==> config.mk <==
export PLATFORM = sky130hd
export DESIGN_NAME = pb_sequencer
export DESIGN_NICKNAME = d
export VERILOG_FILES = /design/src/rtl/pb_sequencer.sv
export SDC_FILE = /design/constraint.sdc
export NUM_CORES = 1
export LEC_CHECK = 0
export BUFFER_PORTS_ARGS = -buffer_cell sky130_fd_sc_hd__clkbuf_2
export CAP_MARGIN = 20
export CELL_PAD_IN_SITES_DETAIL_PLACEMENT = 1
export CELL_PAD_IN_SITES_GLOBAL_PLACEMENT = 2
export CORE_MARGIN = 4
export CORE_UTILIZATION = 42
export DETAILED_ROUTE_END_ITERATION = 8
export GPL_TIMING_DRIVEN = 0
export PLACE_DENSITY_LB_ADDON = 0.08
export SYNTH_ARGS = -nofsm -noshare
export SYNTH_HDL_FRONTEND = slang
export SYNTH_SLANG_ARGS = --single-unit
==> constraint.sdc <==
create_clock -name clk -period 4 [get_ports clk]
set_input_delay 0.4 -clock clk [delete_from_list [all_inputs] [get_ports clk]]
set_output_delay 0.4 -clock clk [all_outputs]
set_load 0.005 [all_outputs]
==> src/rtl/pb_sequencer.sv <==
// pb_sequencer: plays a stored script of button codes onto the calculator pb bus as timed one-hot presses.
// Build option PB_SEQ_LOOP_EN adds a 'loop' input that repeats the script until it is dropped or aborted.
module pb_sequencer #(
  parameter int PB_W         = 20,
  parameter int DEPTH        = 16,
  parameter int PRESS_CYCLES = 4,
  parameter int GAP_CYCLES   = 4
) (
  input  logic                   clk,
  input  logic                   nrst,
  input  logic                   wr_en,
  input  logic [4:0]             wr_code,
  output logic                   wr_full,
  input  logic                   start,
  input  logic                   abort,
`ifdef PB_SEQ_LOOP_EN
  input  logic                   loop,
`endif
  output logic [PB_W-1:0]        pb,
  output logic                   busy,
  output logic                   done,
  output logic [$clog2(DEPTH):0] level
);

  localparam int AW   = $clog2(DEPTH);
  localparam int LW   = AW + 1;
  localparam int TMAX = (PRESS_CYCLES > GAP_CYCLES) ? PRESS_CYCLES : GAP_CYCLES;
  localparam int TW   = (TMAX > 1) ? $clog2(TMAX) : 1;

  typedef enum logic [1:0] {
    IDLE  = 2'd0,
    PRESS = 2'd1,
    GAP   = 2'd2
  } state_t;

  state_t          state_reg;
  logic [TW-1:0]   timer_reg;
  logic [AW-1:0]   rd_idx_reg;
  logic [LW-1:0]   level_reg;
  logic [PB_W-1:0] pb_reg;
  logic            busy_reg;
  logic            done_reg;

  logic [4:0]      mem [DEPTH];

  logic            wr_accept;
  logic            last_entry;
  logic            repeat_pass;
  logic [AW-1:0]   fetch_idx;
  logic [4:0]      fetch_code;
  logic [PB_W-1:0] fetch_onehot;

`ifdef PB_SEQ_LOOP_EN
  assign repeat_pass = loop;
`else
  assign repeat_pass = 1'b0;
`endif

  assign wr_full = (level_reg == LW'(DEPTH));

  // fetch_idx is the entry whose press starts on the next edge: entry 0 from IDLE
  // or on wrap-around, otherwise the one after the current entry.
  always_comb begin
    wr_accept  = (state_reg == IDLE) && wr_en && !wr_full && !start && !abort;
    last_entry = ({1'b0, rd_idx_reg} == (level_reg - 1'b1));
    fetch_idx  = '0;
    if (state_reg == GAP && !last_entry) begin
      fetch_idx = rd_idx_reg + 1'b1;
    end
    fetch_code = mem[fetch_idx];
  end

  // Codes >= PB_W match no bit, which is what makes them blank slots.
  for (genvar gi = 0; gi < PB_W; gi++) begin : g_decode
    assign fetch_onehot[gi] = (fetch_code == 5'(gi));
  end

  always_ff @(posedge clk) begin
    if (wr_accept) begin
      mem[level_reg[AW-1:0]] <= wr_code;
    end
  end

  always_ff @(posedge clk or posedge nrst) begin
    if (nrst) begin
      state_reg  <= IDLE;
      timer_reg  <= '0;
      rd_idx_reg <= '0;
      level_reg  <= '0;
      pb_reg     <= '0;
      busy_reg   <= 1'b0;
      done_reg   <= 1'b0;
    end else begin
      done_reg <= 1'b0;
      if (abort) begin
        state_reg  <= IDLE;
        timer_reg  <= '0;
        rd_idx_reg <= '0;
        level_reg  <= '0;
        pb_reg     <= '0;
        busy_reg   <= 1'b0;
      end else begin
        case (state_reg)
          IDLE: begin
            if (start) begin
              if (level_reg != '0) begin
                state_reg  <= PRESS;
                rd_idx_reg <= '0;
                timer_reg  <= TW'(PRESS_CYCLES - 1);
                pb_reg     <= fetch_onehot;
                busy_reg   <= 1'b1;
              end else begin
                done_reg <= 1'b1;
              end
            end else if (wr_accept) begin
              level_reg <= level_reg + 1'b1;
            end
          end
          PRESS: begin
            if (timer_reg == '0) begin
              state_reg <= GAP;
              timer_reg <= TW'(GAP_CYCLES - 1);
              pb_reg    <= '0;
            end else begin
              timer_reg <= timer_reg - 1'b1;
            end
          end
          GAP: begin
            if (timer_reg == '0) begin
              if (last_entry) begin
                done_reg   <= 1'b1;
                rd_idx_reg <= '0;
                if (repeat_pass) begin
                  state_reg <= PRESS;
                  timer_reg <= TW'(PRESS_CYCLES - 1);
                  pb_reg    <= fetch_onehot;
                end else begin
                  state_reg <= IDLE;
                  level_reg <= '0;
                  busy_reg  <= 1'b0;
                end
              end else begin
                state_reg  <= PRESS;
                rd_idx_reg <= rd_idx_reg + 1'b1;
                timer_reg  <= TW'(PRESS_CYCLES - 1);
                pb_reg     <= fetch_onehot;
              end
            end else begin
              timer_reg <= timer_reg - 1'b1;
            end
          end
          default: begin
            state_reg <= IDLE;
            pb_reg    <= '0;
            busy_reg  <= 1'b0;
          end
        endcase
      end
    end
  end

  assign pb    = pb_reg;
  assign busy  = busy_reg;
  assign done  = done_reg;
  assign level = level_reg;

endmodule

* Word-level counts from Yosys, hierarchy flattened
Memory sizes are Yosys's and may differ from the RTL's.
Index checks and enable logic that the tools add are counted.
** Word-level totals
- Register bits :: 35
- Bits in writable memories :: 80
- Bits of input ports :: 10
- Output and inout bits :: 28
- Logic and storage cells :: 114
- Memories kept :: 1
** Cells by class
- Add/sub/neg operators :: 4
- Equal/unequal tests :: 33
- Multiplexer cells :: 48
- Reduce and logical (&&, ||, !) cells :: 21
** Memory list
- mem :: depth 16, bits a word 5, read ports 1, clocked after Yosys merged registers in 0, wr ports 1, RTL line 44 : logic [4:0] mem [DEPTH];
** Operators with widths (number)
- $mux 20 :: 6
- $pmux 20 s3 :: 1
- $eq 5x4->1 const B :: 8
- $eq 5x5->1 const B :: 5
- $mux 5 :: 5
- $mux 4 :: 6
- $mux 2 :: 11
- $eq 5x3->1 const B :: 4
- $ne 3x3->1 const B :: 6
- $reduce_and 5->1 :: 3
- $mux 1 :: 13
- $pmux 2 s3 :: 2
- $reduce_and 4->1 :: 3
- $eq 5x2->1 const B :: 2
- $pmux 5 s2 :: 1
- $pmux 4 s2 :: 1
- $ne 3x2->1 const B :: 2
- $add 5x1->5 const B :: 1
- $eq 4x5->1 :: 1
- $eq 5x1->1 const B :: 1
- $logic_and 1x1->1 :: 5
- $logic_not 5->1 :: 1
- $reduce_bool 5->1 :: 1
- $sub 5x1->5 const B :: 1
- other kinds (12) :: 16

* Longest topological paths before layout
An unclocked memory read counts as a cell.
- Depth in word-level cells :: 11
- Depth in mapped cells :: 13
- Mapped depth without buffers :: 10

* Worst setup path before layout
OpenSTA, ideal clock, no wires.
- Kind :: reg2reg
- From :: register level_reg[0] (netlist: level[0])
- To :: memory mem[1][0] (enable)
- Setup time :: 0.374 ns
- Arrival :: 2.439 ns
- Path slack :: 1.187 ns
- Cell stages (with the launch flop) :: 8
- Cells stage by stage :: dfrtp_1 inv_1 ha_1 and4bb_4 or3b_2 nor3b_1 nand2_1 nor3_1
** Between the ends
- Cells in the longest elaborated chain, start to end :: 7
** Ends and longest elaborated chain
- start, declared :: RTL line 39 : logic [LW-1:0] level_reg;
- start signal, assigned :: RTL line 116 : level_reg <= level_reg + 1'b1;
- $eq 5x5->1 :: RTL line 59 : assign wr_full = (level_reg == LW'(DEPTH));
- net wr_full :: RTL line 13 : output logic wr_full,
- $logic_not 1->1 :: RTL line 64 : wr_accept = (state_reg == IDLE) && wr_en && !wr_full && !start && !abort;
- $logic_and 1x1->1 (3 in series) :: RTL line 64
- $mux 1 :: RTL line 79 : if (wr_accept) begin
- $mux 1 (implied by the code) :: RTL line 80 : mem[level_reg[AW-1:0]] <= wr_code;
- end, declared :: RTL line 44
The timed path passes the listed nets, and every way through them passes these cells.

* Final worst setup path
- From :: register rd_idx_reg[1]
- To :: register pb_reg[3] (netlist: pb[3])
** Between the ends
- Cells in the longest elaborated chain, start to end :: 10
- Elaborated cells on any way between the ends :: 15
- Classes of those cells :: 1 x add/sub; 3 x eq/ne; 7 x mux; 3 x reduce/logical; 1 x memory
** Ends and longest elaborated chain
- start, declared :: RTL line 38 : logic [AW-1:0] rd_idx_reg;
- start signal, assigned :: RTL line 144 : rd_idx_reg <= rd_idx_reg + 1'b1;
- branches (longest 10 deep; another with $mem_v2 16x5)
- end signal, assigned :: RTL line 110 : pb_reg <= fetch_onehot;
- end signal, assigned :: RTL line 136 : pb_reg <= fetch_onehot;
- end signal, assigned :: RTL line 146 : pb_reg <= fetch_onehot;
- end, declared :: RTL line 40 : logic [PB_W-1:0] pb_reg;
Parallel ways; which one is timed is not known. The select of a mux whose other input is x is not followed.
A chain may end at the register's enable or synchronous reset.

==> impl_metrics.json <==
{
  "tightest_slew_ps": 798,
  "end_kind": "flip-flop",
  "syn_inst": 429,
  "crit_type": "flip-flop to flip-flop",
  "fin_crit_ps": 3700,
  "n_antenna_cell": 0,
  "nets": 506,
  "critPathMaxFanout": 10,
  "synthDistinctLibCells": 64,
  "rsz0062_at_grt": "false",
  "vias": 3793,
  "grt-ovfl-total": 0,
  "path_common_cell": "buf_2",
  "slew_headroom": 0.464,
  "timing_hold_violations_final": 0,
  "worstPathRequired_ps": 4360,
  "first_iter_violations": 221,
  "layout_commonest_cell": "edfxtp_1",
  "synth_area_um2": 5420,
  "die_h_um": 122,
  "dpl_cell_area_um2": 5850,
  "period_share": 0.926,
  "dp.cells": 639,
  "synth_nets": 449,
  "slowest_delay_ps": 440,
  "p_per_area_nw_per_um2": 586,
  "final.fill_count": 1351,
  "ir_drop_uv": 376,
  "crit_chain": "ha_1 > buf_2 > buf_2 > buf_2 > buf_2 > mux2i_1 > nand2_1 > nand3_1 > nand4_1 > o211ai_1 > nand2_1 > a21oi_1 > a22o_1",
  "fp.coreArea_um2": 12600,
  "root_buffer": "clkbuf_16",
  "fmax_mhz": 270,
  "drt-total-wl_mm": 14.6,
  "worst-r2r-setup-slack_ps": 300,
  "stdcell_count": 671,
  "regArea_um2": 3280,
  "fp.dieArea_um2": 14800,
  "ys_ff_latch": 115,
  "slew_violations": 0,
  "grt_max_degree": 21,
  "min_path_type": "input pin to async pin",
  "cts_resized": 0,
  "fin_area_um2": 6430,
  "ys_seq_area_frac": 0.605,
  "rows": 41,
  "wl_per_cell_um": 21.8,
  "drc": 0,
  "fin_worst_skew_ps": 11.7,
  "synth_top_area_cell": "edfxtp_1",
  "hpwl_mm": 10.4,
  "yosys_warnings": 0,
  "antenna_found_initial": 0,
  "synth_top_area_share": 0.443,
  "start_kind": "flip-flop",
  "multi_input_area_um2": 1960,
  "cts_tree": "built",
  "cts_sinks": 115,
  "firstDrtPassIters": 5,
  "syn_area_per_cell_um2": 12.6,
  "leakage_nw": 2.33,
  "clk_path_buf_depth": 2,
  "final_antenna_net_count": 0,
  "start_util": 0.429,
  "crit_arrival_ps": 4060,
  "final_cell_mix": "edfxtp_1, clkbuf_2, dfrtp_1",
  "grt_pass1_wl_mm": 23.2,
  "post-cts-setup-buffer-count": 0,
  "fin_tns_setup_ps": 0,
  "grt_pass1_vias": 4013,
  "r2r-start": "rd_idx_reg[1]$_DFFE_PP0P_",
  "cts.hold.buffers_added": 0,
  "synthTopCellsByArea": "edfxtp_1, dfrtp_1, mux2i_1",
  "status": "completed",
  "largest_register_ffs": 80,
  "cap_violations": 0,
  "vias_per_cell": 5.65,
  "layout-drive-gt1-share": 0.208,
  "cts_buffers": 17,
  "syn_to_final_growth_pct": 18.6,
  "clk_pin_slew_ps": 60,
  "path_delay_family": "buffers and inverters",
  "grtUsageTotal": 0.212,
  "die_w_um": 122,
  "gp_congestion": 0.821,
  "crit_start": "rd_idx_reg[1]$_DFFE_PP0P_",
  "port_buffers": 37,
  "htree_levels": 4,
  "async_flop_share": 0.304,
  "slowest_stage": "dfrtp_1",
  "ys.flop_type": "edfxtp_1",
  "setup-violations-final": 0,
  "timing.critical_path.buf_inv": 4,
  "num_io_pins": 38,
  "synth_edf_count": 80,
  "clk_latency_ps": 420
}
## worst paths after layout
check                      cells after the start                        to
setup / recovery                              13         pb[3]$_DFFE_PP0P_
hold / removal                                 2  state_reg[0]$_DFFE_PP0P_
setup reg to reg                              13         pb[3]$_DFFE_PP0P_
hold reg to reg                                2        pb[10]$_DFFE_PP0P_
max in group asynchronous                      3         pb[6]$_DFFE_PP0P_
min in group clk                               3            done$_DFF_PP0_
## metal layers
layer	part of all wire	GRT usage	vias up	wire (um)
met5	0	0	-	0
met3	0.040	0.0585	17	584
met1	0.45	0.273	1927	6550
met2	0.50	0.351	79	7270
met4	0.016	0.0644	0	229
li1	-	-	1770	-
## synthesized netlist by cell type, types with 9 or more instances
cell type,count
dfrtp_1,35
clkbuf_1,14
mux2i_1,14
a31oi_1,10
nor3_1,12
a22o_1,13
nand2_1,27
inv_1,13
nand3_1,10
ha_1,10
buf_2,9
edfxtp_1,80
o21ai_0,20
a21oi_1,21
nor2_1,27
## logic make-up after synthesis
kind of cell	Yosys count	share of synthesized area
simple gates	115	0.111
compound gates	119	0.163
flops	115	0.605
xor+xnor	8	0.0143
fa+ha+maj	10	0.0231
buf+inv	39	0.0333
mux	23	0.0508
## area by class of cell
cell class / count / share of cell area
clock inverters: 15 / 0.0243
multi-input cells: 275 / 0.305
plain buffers: 26 / 0.0204
clock buffers: 17 / 0.0662
repair buffers: 38 / 0.0331
inverters: 13 / 0.00759
flip-flops and latches: 115 / 0.510
well taps: 172 / 0.0335
## report_power, final
group	leakage (nW)	total, W	switching (W)	internal [W]
logic	0.857	0.000897	0.000590	0.000307
registers	1.20	0.00139	0.0000539	0.00133
clock network	0.275	0.00148	0.000563	0.000918
total	2.33	0.00376	0.00121	0.00256
## through the flow
stage               total power, W  setup WS, ps  hold slack [ps]   util
global route               0.00396          33.2              137  0.509
floorplan                  0.00202          1190              450      -
finish                     0.00376           298             87.7  0.509
global placement           0.00228           371              461  0.461
CTS                        0.00379           268             98.5  0.509
detailed placement         0.00231           349              470  0.463
Note: power is estimated with default switching activity, not from simulation.
